**config.mk**
```make
export PLATFORM = sky130hd
export DESIGN_NAME = minirv_mem_arbiter
export DESIGN_NICKNAME = d
export VERILOG_FILES = /design/src/rtl/minirv_mem_arbiter.sv
export SDC_FILE = /design/constraint.sdc
export NUM_CORES = 1
export LEC_CHECK = 0
export BUFFER_PORTS_ARGS = -buffer_cell sky130_fd_sc_hd__buf_2
export CORE_MARGIN = 2
export CORE_UTILIZATION = 30
export CTS_BUF_LIST = sky130_fd_sc_hd__clkbuf_16
export DETAILED_ROUTE_END_ITERATION = 10
export PLACE_DENSITY = 0.69
export SLEW_MARGIN = 20
export SYNTH_ARGS = -nofsm -noshare
export SYNTH_HDL_FRONTEND = slang
export SYNTH_SLANG_ARGS = --single-unit
```
**constraint.sdc**
```tcl
create_clock -name clk -period 2.1 [get_ports clk]
set_input_delay 0.105 -clock clk [delete_from_list [all_inputs] [get_ports clk]]
set_output_delay 0.105 -clock clk [all_outputs]
set_load 0.02 [all_outputs]
```
**src/rtl/minirv_mem_arbiter.sv**
```systemverilog
// Round-robin arbiter sharing one single-port synchronous data SRAM between the
// miniRV CPU (port 0) and the loader/debug master (port 1). Define MEM_ARB_ERR_EN for rsp_err.
module minirv_mem_arbiter #(
   parameter int unsigned AW        = 6,
   parameter logic [31:0] BASE_ADDR = 32'h0
) (
   input  logic          clk,
   input  logic          rst_n,
   input  logic [1:0]    req_valid,
   output logic [1:0]    req_ready,
   input  logic [63:0]   req_addr,
   input  logic [63:0]   req_wdata,
   input  logic [7:0]    req_wstrb,
   output logic [1:0]    rsp_valid,
   output logic [31:0]   rsp_rdata,
`ifdef MEM_ARB_ERR_EN
   output logic [1:0]    rsp_err,
`endif
   output logic          mem_en,
   output logic [AW-1:0] mem_addr,
   output logic [31:0]   mem_wdata,
   output logic [3:0]    mem_wstrb,
   input  logic [31:0]   mem_rdata
);

   typedef enum logic [1:0] {StIdle, StAccess, StResp} state_e;

   // Window size in bytes, one bit wider so AW up to 30 cannot overflow.
   localparam logic [32:0] Span = 33'd4 << AW;

   state_e        state_q, state_d;
   logic          last_grant_q, last_grant_d;
   logic          grant_q, grant_d;
   logic [AW-1:0] idx_q, idx_d;
   logic [31:0]   wdata_q, wdata_d;
   logic [3:0]    wstrb_q, wstrb_d;
   logic          in_range_q, in_range_d;

   logic          win;
   logic [31:0]   sel_addr;
   logic [31:0]   offset;

   always_ff @(posedge clk or negedge rst_n) begin
      if (!rst_n) begin
         state_q      <= StIdle;
         last_grant_q <= 1'b1;
         grant_q      <= 1'b0;
         idx_q        <= '0;
         wdata_q      <= '0;
         wstrb_q      <= '0;
         in_range_q   <= 1'b0;
      end else begin
         state_q      <= state_d;
         last_grant_q <= last_grant_d;
         grant_q      <= grant_d;
         idx_q        <= idx_d;
         wdata_q      <= wdata_d;
         wstrb_q      <= wstrb_d;
         in_range_q   <= in_range_d;
      end
   end

   always_comb begin
      // On a tie the port that did not win last time is served.
      win      = (req_valid == 2'b11) ? ~last_grant_q : req_valid[1];
      sel_addr = win ? req_addr[63:32] : req_addr[31:0];
      offset   = sel_addr - BASE_ADDR;

      state_d      = state_q;
      last_grant_d = last_grant_q;
      grant_d      = grant_q;
      idx_d        = idx_q;
      wdata_d      = wdata_q;
      wstrb_d      = wstrb_q;
      in_range_d   = in_range_q;

      req_ready = 2'b00;
      rsp_valid = 2'b00;
      rsp_rdata = 32'h0;
`ifdef MEM_ARB_ERR_EN
      rsp_err   = 2'b00;
`endif
      mem_en    = 1'b0;
      mem_addr  = '0;
      mem_wdata = 32'h0;
      mem_wstrb = 4'h0;

      unique case (state_q)
         StIdle: begin
            if (rst_n && (req_valid != 2'b00)) begin
               req_ready[win] = 1'b1;
               state_d        = StAccess;
               grant_d        = win;
               last_grant_d   = win;
               idx_d          = offset[AW+1:2];
               wdata_d        = win ? req_wdata[63:32] : req_wdata[31:0];
               wstrb_d        = win ? req_wstrb[7:4] : req_wstrb[3:0];
               in_range_d     = ({1'b0, offset} < Span);
            end
         end
         StAccess: begin
            state_d   = StResp;
            mem_en    = in_range_q;
            mem_addr  = idx_q;
            mem_wdata = wdata_q;
            mem_wstrb = wstrb_q;
         end
         StResp: begin
            state_d            = StIdle;
            rsp_valid[grant_q] = 1'b1;
            if (in_range_q && (wstrb_q == 4'h0)) begin
               rsp_rdata = mem_rdata;
            end
`ifdef MEM_ARB_ERR_EN
            rsp_err[grant_q] = ~in_range_q;
`endif
         end
         default: state_d = StIdle;
      endcase
   end

endmodule

```
==> results.py, run 1 <==
metrics = {
    "finish": {
        "final_cells": 651,
        "multi_input_area_sq_um": 1500,
        "fin_nets": 713,
        "fillers": 939,
        "final_cell_area_sq_um": 4260,
        "area_growth_syn_to_layout_pct": 50.9,
        "seqCellArea_sq_um": 1180,
        "drive_gt1_share_pct": 48.9,
        "n_antenna_cell": 0,
    },
    "sta": {
        "clock_skew_ns": 0.00406,
        "slew_headroom_pct": 60.7,
        "whs_ns": 0.0353,
        "finalMaxSlewViolations": 0,
        "rsz0062_at_grt": "no",
        "period_share_pct": 87.5,
        "setup_viol": 0,
        "final.setup.tns_ns": 0,
        "worst_slew_pin_slew_ns": 0.590,
        "finalHoldViolations": 0,
        "clock.fmax_mhz": 544,
        "fin_crit_ns": 1.84,
    },
    "yosys": {
        "synth-async-reset-ratio_pct": 100,
        "seq_area_frac_synth_pct": 41.7,
        "synth_top_area_share_pct": 40.8,
        "ys.flop_type": "dfrtp_1",
        "synth_area_sq_um": 2820,
        "synth_mux_area_share_pct": 14.9,
        "synth_seq_cells": 47,
        "syn-mean-instance-area_sq_um": 9.35,
        "syn-num-nets": 474,
        "synth_compound_area_share_pct": 9.84,
        "synth_top_family_by_area": "simple AND/OR/NAND/NOR gates",
        "syn_inst": 302,
        "synth-xor-area-share_pct": 0,
        "synth.most_common_cell": "and2_1",
        "synth_top_area_cell": "dfrtp_1",
        "netlist_top_cells_area": "dfrtp_1 41%, and2_1 17%, mux2i_1 15%, o21ai_1 7.3%, nand2_1 5.7%",
        "yosysWarningCount": 0,
        "synth_edf_count": 0,
        "ys_types": 26,
        "synthTopCellsByCount": "75 x and2_1, 46 x dfrtp_1, 43 x nand2_1, 42 x mux2i_1, 41 x o21ai_1",
        "synth-adder-area-share_pct": 0,
        "synth_simple_gate_area_share_pct": 28.4,
    },
    "job": {
        "max_cap_violations": 0,
    },
    "setup_path": {
        "crit_path_end_kind": "primary output",
        "r2r-start": "last_grant_q",
        "path_cells": "nand4bb_1 > nor4_4 > buf_4 > and2_1 > buf_2",
        "crit_arrival_ns": 1.73,
        "crit_start": "state_q[0]",
        "critPathSlowestCell": "dfrtp_1",
        "critical_path_class": "reg -> out",
        "required_ns": 2.00,
        "max_stage_delay_ns": 0.42,
        "start_kind": "register",
        "cp_max_fo": 32,
    },
    "power_and_ir_drop": {
        "power.net_switching_uw": 855,
        "p_sw_share_pct": 30.6,
        "p_clk_share_pct": 25.6,
        "p_seq_share_pct": 44.5,
        "total_power_uw": 2790,
        "pwr-share-comb_pct": 29.9,
        "internal-power_uw": 1940,
        "leakage_uw": 0.00251,
        "peakVddDrop_v": 0.000342,
        "p_per_area_nw_per_um2": 655,
    },
    "clock_tree": {
        "h-tree-depth": 2,
        "cts_resized": 0,
        "cts-root-buf": "clkbuf_16",
        "postCtsSetupBuffers": 0,
        "cts_tree": "done",
        "cts_buffers": 5,
        "clock-sinks": 47,
        "clk_latency_ns": 0.28,
        "clk_pin_slew_ns": 0.06,
        "cts_max_path_buffers": 2,
        "cts_hold_buffers": 0,
    },
    "floorplan": {
        "core_sq_um": 9200,
        "die_w_um": 101,
        "num_rows": 35,
        "ios": 251,
        "fp.dieH_um": 101,
        "floorplan.die_area_sq_um": 10200,
        "start_util_pct": 30.7,
    },
    "worst_hold_path": {
        "hp-class": "in -> async",
    },
    "routing": {
        "totalWireLength_um": 8940,
        "firstDrtPassIters": 4,
        "num_vias": 3011,
        "drt-initial-drc-count": 54,
        "vias_per_cell": 4.63,
        "wl_per_cell_um": 13.7,
        "remaining_drc_errors": 0,
        "detail-route-antenna-nets": 0,
    },
    "global_route": {
        "overflow": 0,
        "antenna_found_initial": 0,
        "grt_pass1_vias": 2897,
        "grt_usage_pct": 17.0,
        "grt_first_pass_wirelength_um": 13800,
        "grt_max_degree": 48,
    },
    "placement": {
        "portBuffers": 246,
        "place_inst": 645,
        "dpl-instance-area_sq_um": 4130,
        "place_hpwl_um": 7320,
        "gp_congestion": 0.866,
    },
    "outcome": {
        "status": "complete, no violations",
    },
}
-- through the flow --
| step | utilization [%] | setup WS (ns) |
|---|---|---|
| 2_1_floorplan | - | 0.732 |
| 5_1_grt | 46.3 | 0.154 |
| 3_3_place_gp | 44.9 | 0.573 |
| 4_1_cts | 46.3 | 0.250 |
| 3_5_place_dp | 44.9 | 0.535 |
| 6_report | 46.3 | 0.263 |
-- state kept, by name (all words and copies together) (netlist names) --
| name | count |
|---|---|
| grant_q | 1 |
| idx_q | 6 |
| in_range_q | 1 |
| last_grant_q | 1 |
| state_q | 2 |
| wdata_q | 32 |
| wstrb_q | 4 |
-- cell usage in the layout (no fill, tap or decap), types with 2 or more instances in the layout --
master and n:
buf_4 5, clkbuf_16 5, a21o_1 2, nand4_1 2, nand3_1 2, nor2_1 2, inv_1 2, nand2_1 43
o21ai_1 41, buf_12 2, dfrtp_1 46, mux2i_1 42, buf_2 246, o21ai_0 2, nor4_1 12, and2_1 75
-- routing by layer --
metal  up-vias  wire (um)  global-route usage [%]
met1      1361       3340                    18.7
met3        10        702                    4.02
met5         -          0                       0
met2       146       4790                    32.8
li1       1494          -                       -
met4         0        110                    4.05
-- cell families (layout without fill, tap and decap cells) --
group,after synthesis,count (layout)
DFF,47,47
and+or+nand+nor,142,142
buffers and inverters,22,260
muxes,42,42
AOI/OAI and AO/OA,49,49
-- worst paths after layout --
path | slack (ns) | end | cells past startpoint
worst min-delay path | 0.04 | wdata_q[31] | 2
worst min register to register | 0.48 | wdata_q[22] | 2
worst max register to register | 0.54 | in_range_q | 5
worst max-delay path | 0.26 | rsp_rdata[20] | 5
max in group asynchronous | 1.67 | wdata_q[26] | 2
min in group clk | 0.10 | wdata_q[21] | 3
-- area by class of cell --
class | instances | area share, %
clock buffers | 5 | 2.94
inverters | 1 | 0.0881
clock inverters | 1 | 0.0881
multi-input cells | 233 | 35.3
well taps | 111 | 3.26
flip-flops and latches | 47 | 27.6
repair buffers | 253 | 30.7
-- worst max-delay path: cells and delay by family (launching register included) --
family,cells,cell delay [ns]
buf+inv,2,0.45
flops,1,0.42
simple gates,3,0.59
-- power groups by stage --
stage | Sequential (uW) | Combinational, uW | Clock, uW
2_1_floorplan | 1220 | 528 | 0
3_3_place_gp | 1250 | 831 | 0
3_5_place_dp | 1260 | 851 | 0
4_1_cts | 1250 | 853 | 758
5_1_grt | 1280 | 941 | 786
6_report | 1240 | 834 | 715
No activity file was read; power rests on OpenSTA's default activity.
==> run 2: changes to the inputs <==
--- a/config.mk
+++ b/config.mk
@@ -10,7 +10,7 @@
 export CORE_UTILIZATION = 30
 export CTS_BUF_LIST = sky130_fd_sc_hd__clkbuf_16
 export DETAILED_ROUTE_END_ITERATION = 10
-export PLACE_DENSITY = 0.69
+export PLACE_DENSITY = 0.65
 export SLEW_MARGIN = 20
 export SYNTH_ARGS = -nofsm -noshare
 export SYNTH_HDL_FRONTEND = slang
==> results.py, run 2 (synthesized netlist as in run 1, its figures left out) <==
metrics = {
    "finish": {
        "largest_register_ffs": 32,
        "n_antenna_cell": 0,
        "final_cell_area_sq_um": 4280,
        "fin_nets": 714,
        "reg_top3": "wdata_q (32), idx_q (6), wstrb_q (4)",
        "drive_gt1_share_pct": 49.0,
        "area_growth_syn_to_layout_pct": 51.4,
        "final_cell_mix": "246 x buf_2, 75 x and2_1, 46 x dfrtp_1",
        "final_common_cell": "buf_2",
        "largest_register": "wdata_q",
    },
    "routing": {
        "vias_per_cell": 4.43,
        "drt-initial-drc-count": 79,
        "detail-route-antenna-nets": 0,
        "remaining_drc_errors": 0,
        "firstDrtPassIters": 4,
        "totalWireLength_um": 8490,
        "wl_per_cell_um": 13.0,
        "num_vias": 2899,
    },
    "clock_tree": {
        "cts_resized": 0,
        "cts_buffers": 5,
        "clk_latency_ns": 0.28,
        "h-tree-depth": 2,
        "cts_tree": "done",
        "clock-sinks": 47,
        "cts-root-buf": "clkbuf_16",
        "clk_pin_slew_ns": 0.06,
        "postCtsSetupBuffers": 0,
        "cts_hold_buffers": 0,
        "cts_max_path_buffers": 2,
    },
    "sta": {
        "finalMaxSlewViolations": 0,
        "slew_headroom_pct": 59.9,
        "fin_crit_ns": 1.82,
        "final.setup.tns_ns": 0,
        "rsz0062_at_grt": "no",
        "setup_ws_ns": 0.278,
        "period_share_pct": 86.8,
        "setup_viol": 0,
        "clock_skew_ns": 0.00546,
        "finalHoldViolations": 0,
        "worst_slew_pin_slew_ns": 0.601,
        "clock.fmax_mhz": 549,
    },
    "job": {
        "max_cap_violations": 0,
    },
    "setup_path": {
        "required_ns": 2.00,
        "start_kind": "register",
        "critical_path_class": "reg -> out",
        "crit_path_end_kind": "primary output",
        "max_stage_delay_ns": 0.41,
        "crit_arrival_ns": 1.72,
        "cp_top_family": "simple AND/OR/NAND/NOR gates",
        "critPathSlowestCell": "dfrtp_1",
        "crit_cells": 5,
        "cp_max_fo": 32,
        "path_cells": "nand4bb_1 > nor4_4 > buf_4 > and2_1 > buf_2",
        "worst-path-buf-inv": 2,
        "rr_worst_depth": 5,
    },
    "placement": {
        "portBuffers": 246,
        "dpl-instance-area_sq_um": 4140,
        "gp_congestion": 0.757,
        "place_hpwl_um": 6910,
        "post-place-ws_ns": 0.461,
    },
    "global_route": {
        "grt_first_pass_wirelength_um": 12900,
        "grt_usage_pct": 15.8,
        "grt_max_degree": 52,
        "grt_pass1_vias": 2723,
        "overflow": 0,
        "antenna_found_initial": 0,
    },
    "floorplan": {
        "core_sq_um": 9200,
        "start_util_pct": 30.7,
        "fp.dieH_um": 101,
        "floorplan.die_area_sq_um": 10200,
        "ios": 251,
        "num_rows": 35,
        "die_w_um": 101,
    },
    "power_and_ir_drop": {
        "p_per_area_nw_per_um2": 656,
        "peakVddDrop_v": 0.000345,
        "leakage_uw": 0.00252,
    },
    "outcome": {
        "status": "complete, no violations",
    },
    "worst_hold_path": {
        "hp-class": "in -> async",
    },
}
==> run 2: changes by cell type in the layout (fill, tap and decap cells not counted) <==
| cell | before | now |
|---|---|---|
| inv_1 | 2 | 3 |
| buf_4 | 5 | 6 |
| clkinv_2 | 0 | 1 |
==> run 2: per-layer routing <==
metal | vias up | GRT usage (%) | part of all wire (%)
li1 | 1500 | - | -
met2 | 129 | 28.7 | 51
met4 | 0 | 4.05 | 1.3
met3 | 10 | 3.54 | 8.2
met5 | - | 0 | 0
met1 | 1260 | 18.9 | 40
==> run 2: final cells by class <==
cell class / instances / area, sq um
Fill cell: 964 / 4920
Multi-Input combinational cell: 233 / 1500
Timing Repair Buffer: 254 / 1320
Sequential cell: 47 / 1180
Tap cell: 111 / 139
Clock buffer: 5 / 125
Clock inverter: 3 / 12.5
Inverter: 1 / 3.75
==> run 2: report_power, final <==
group	switching [uW]	internal [uW]
logic	443	389
clock network	308	430
registers	109	1130
==> run 2: path summary, 6_finish.rpt <==
kind	slack, ns	end	startpoint
setup / recovery	0.28	rsp_rdata[3]	state_q[0]
hold / removal	0.003	wstrb_q[2]	rst_n
setup reg to reg	0.45	in_range_q	last_grant_q
hold reg to reg	0.47	idx_q[3]	idx_q[3]
max in group asynchronous	1.68	wdata_q[29]	rst_n
min in group clk	0.09	wdata_q[8]	req_wdata[40]
==> run 2: through the flow <==
stage	total power [uW]	utilization [%]	std cells	hold slack [ns]
2_1_floorplan	1750	-	302	-0.191
3_3_place_gp	2070	45.0	646	0.338
3_5_place_dp	2110	45.0	646	0.357
4_1_cts	2870	46.5	654	0.0521
5_1_grt	3020	46.5	654	0.0678
6_report	2810	46.5	654	0.00276
==> run 3: changes to the inputs <==
--- a/config.mk
+++ b/config.mk
@@ -6,11 +6,13 @@
 export NUM_CORES = 1
 export LEC_CHECK = 0
 export BUFFER_PORTS_ARGS = -buffer_cell sky130_fd_sc_hd__buf_2
+export CELL_PAD_IN_SITES_DETAIL_PLACEMENT = 1
+export CELL_PAD_IN_SITES_GLOBAL_PLACEMENT = 2
 export CORE_MARGIN = 2
-export CORE_UTILIZATION = 30
+export CORE_UTILIZATION = 20
 export CTS_BUF_LIST = sky130_fd_sc_hd__clkbuf_16
 export DETAILED_ROUTE_END_ITERATION = 10
-export PLACE_DENSITY = 0.65
+export PLACE_DENSITY = 0.83
 export SLEW_MARGIN = 20
 export SYNTH_ARGS = -nofsm -noshare
 export SYNTH_HDL_FRONTEND = slang
==> results.py, run 3 (synthesized netlist as in run 1, its figures left out) <==
metrics = {
    "outcome": {
        "status": "complete, no violations",
    },
    "placement": {
        "portBuffers": 246,
        "place_hpwl_um": 8300,
        "dpl-instance-area_sq_um": 4240,
        "gp_congestion": 0.785,
        "post-place-ws_ns": 0.513,
    },
    "global_route": {
        "grt_pass1_vias": 2995,
        "grt_usage_pct": 12.8,
        "grt_first_pass_wirelength_um": 14800,
        "grt_max_degree": 48,
        "antenna_found_initial": 0,
        "overflow": 0,
    },
    "floorplan": {
        "num_rows": 43,
        "fp.dieH_um": 123,
        "ios": 251,
        "floorplan.die_area_sq_um": 15100,
        "start_util_pct": 20.4,
        "core_sq_um": 13800,
        "die_w_um": 123,
    },
    "finish": {
        "final_cell_area_sq_um": 4380,
        "final_cell_mix": "246 x buf_2, 75 x and2_1, 46 x dfrtp_1",
        "largest_register_ffs": 32,
        "drive_gt1_share_pct": 49.0,
        "area_growth_syn_to_layout_pct": 55.0,
        "n_antenna_cell": 0,
        "largest_register": "wdata_q",
        "fin_nets": 714,
        "reg_top3": "wdata_q (32), idx_q (6), wstrb_q (4)",
        "final_common_cell": "buf_2",
    },
    "setup_path": {
        "rr_worst_depth": 5,
        "required_ns": 2.00,
        "cp_top_family": "simple AND/OR/NAND/NOR gates",
        "max_stage_delay_ns": 0.41,
        "critPathSlowestCell": "dfrtp_1",
        "worst-path-buf-inv": 2,
        "crit_cells": 5,
        "critical_path_class": "reg -> out",
        "start_kind": "register",
        "path_cells": "nand4bb_1 > nor4_4 > buf_4 > and2_1 > buf_2",
        "crit_arrival_ns": 1.77,
        "crit_path_end_kind": "primary output",
        "cp_max_fo": 32,
    },
    "sta": {
        "clock_skew_ns": 0.00591,
        "worst_slew_pin_slew_ns": 0.628,
        "finalMaxSlewViolations": 0,
        "fin_crit_ns": 1.87,
        "clock.fmax_mhz": 534,
        "setup_viol": 0,
        "setup_ws_ns": 0.228,
        "period_share_pct": 89.2,
        "whs_ns": 0.0155,
        "finalHoldViolations": 0,
        "rsz0062_at_grt": "no",
        "final.setup.tns_ns": 0,
        "slew_headroom_pct": 58.1,
    },
    "power_and_ir_drop": {
        "p_per_area_nw_per_um2": 655,
        "leakage_uw": 0.00251,
        "peakVddDrop_v": 0.000297,
        "total_power_uw": 2870,
    },
    "clock_tree": {
        "clock-sinks": 47,
        "cts_resized": 0,
        "cts-root-buf": "clkbuf_16",
        "cts_buffers": 5,
        "cts_tree": "done",
        "cts_hold_buffers": 0,
        "postCtsSetupBuffers": 0,
        "clk_pin_slew_ns": 0.07,
        "cts_max_path_buffers": 2,
        "clk_latency_ns": 0.28,
        "h-tree-depth": 2,
    },
    "routing": {
        "totalWireLength_um": 10100,
        "firstDrtPassIters": 4,
        "wl_per_cell_um": 14.0,
        "num_vias": 3024,
        "drt-initial-drc-count": 53,
        "detail-route-antenna-nets": 0,
        "vias_per_cell": 4.18,
        "remaining_drc_errors": 0,
    },
    "worst_hold_path": {
        "hp-class": "in -> async",
    },
    "job": {
        "max_cap_violations": 0,
    },
}
-- run 3: cell types whose count changed in the layout (fill, tap and decap cells not counted), sizes merged --
cell      change
clkinvlp      +1
inv           -2
clkinv        +1
-- run 3: path summary, 6_finish.rpt --
kind / start / endpoint / slack (ns)
max: wstrb_q[3] / rsp_rdata[25] / 0.23
min: rst_n / idx_q[2] / 0.02
max reg2reg: last_grant_q / in_range_q / 0.58
min reg2reg: idx_q[3] / idx_q[3] / 0.48
max in group asynchronous: rst_n / wstrb_q[2] / 1.64
min in group clk: req_wdata[58] / wdata_q[26] / 0.09
-- run 3: power breakdown --
part	total (uW)	internal, uW	leakage, uW	switching [uW]
logic	854	395	0.00187	459
clock network	770	433	0.0000649	337
registers	1240	1130	0.000582	115
-- run 3: metrics by stage --
step,utilization (%),cells
3_3_place_gp,30.6,715
5_1_grt,31.7,723
6_report,31.7,723
3_5_place_dp,30.6,715
4_1_cts,31.7,723
2_1_floorplan,-,302
-- run 3: final cells by class --
class / instances / area (sq um)
repair buffers: 254 / 1330
flip-flops and latches: 47 / 1180
fillers: 1727 / 9450
well taps: 180 / 225
inverters: 1 / 3.75
clock inverters: 3 / 15.0
clock buffers: 5 / 125
multi-input cells: 233 / 1500
-- run 3: layer usage --
metal	up-vias	wire [um]	track usage (%)
met4	0	80	2.16
met2	145	5350	25.4
met3	7	951	2.83
met1	1373	3750	13.7
li1	1499	-	-
met5	-	0	0
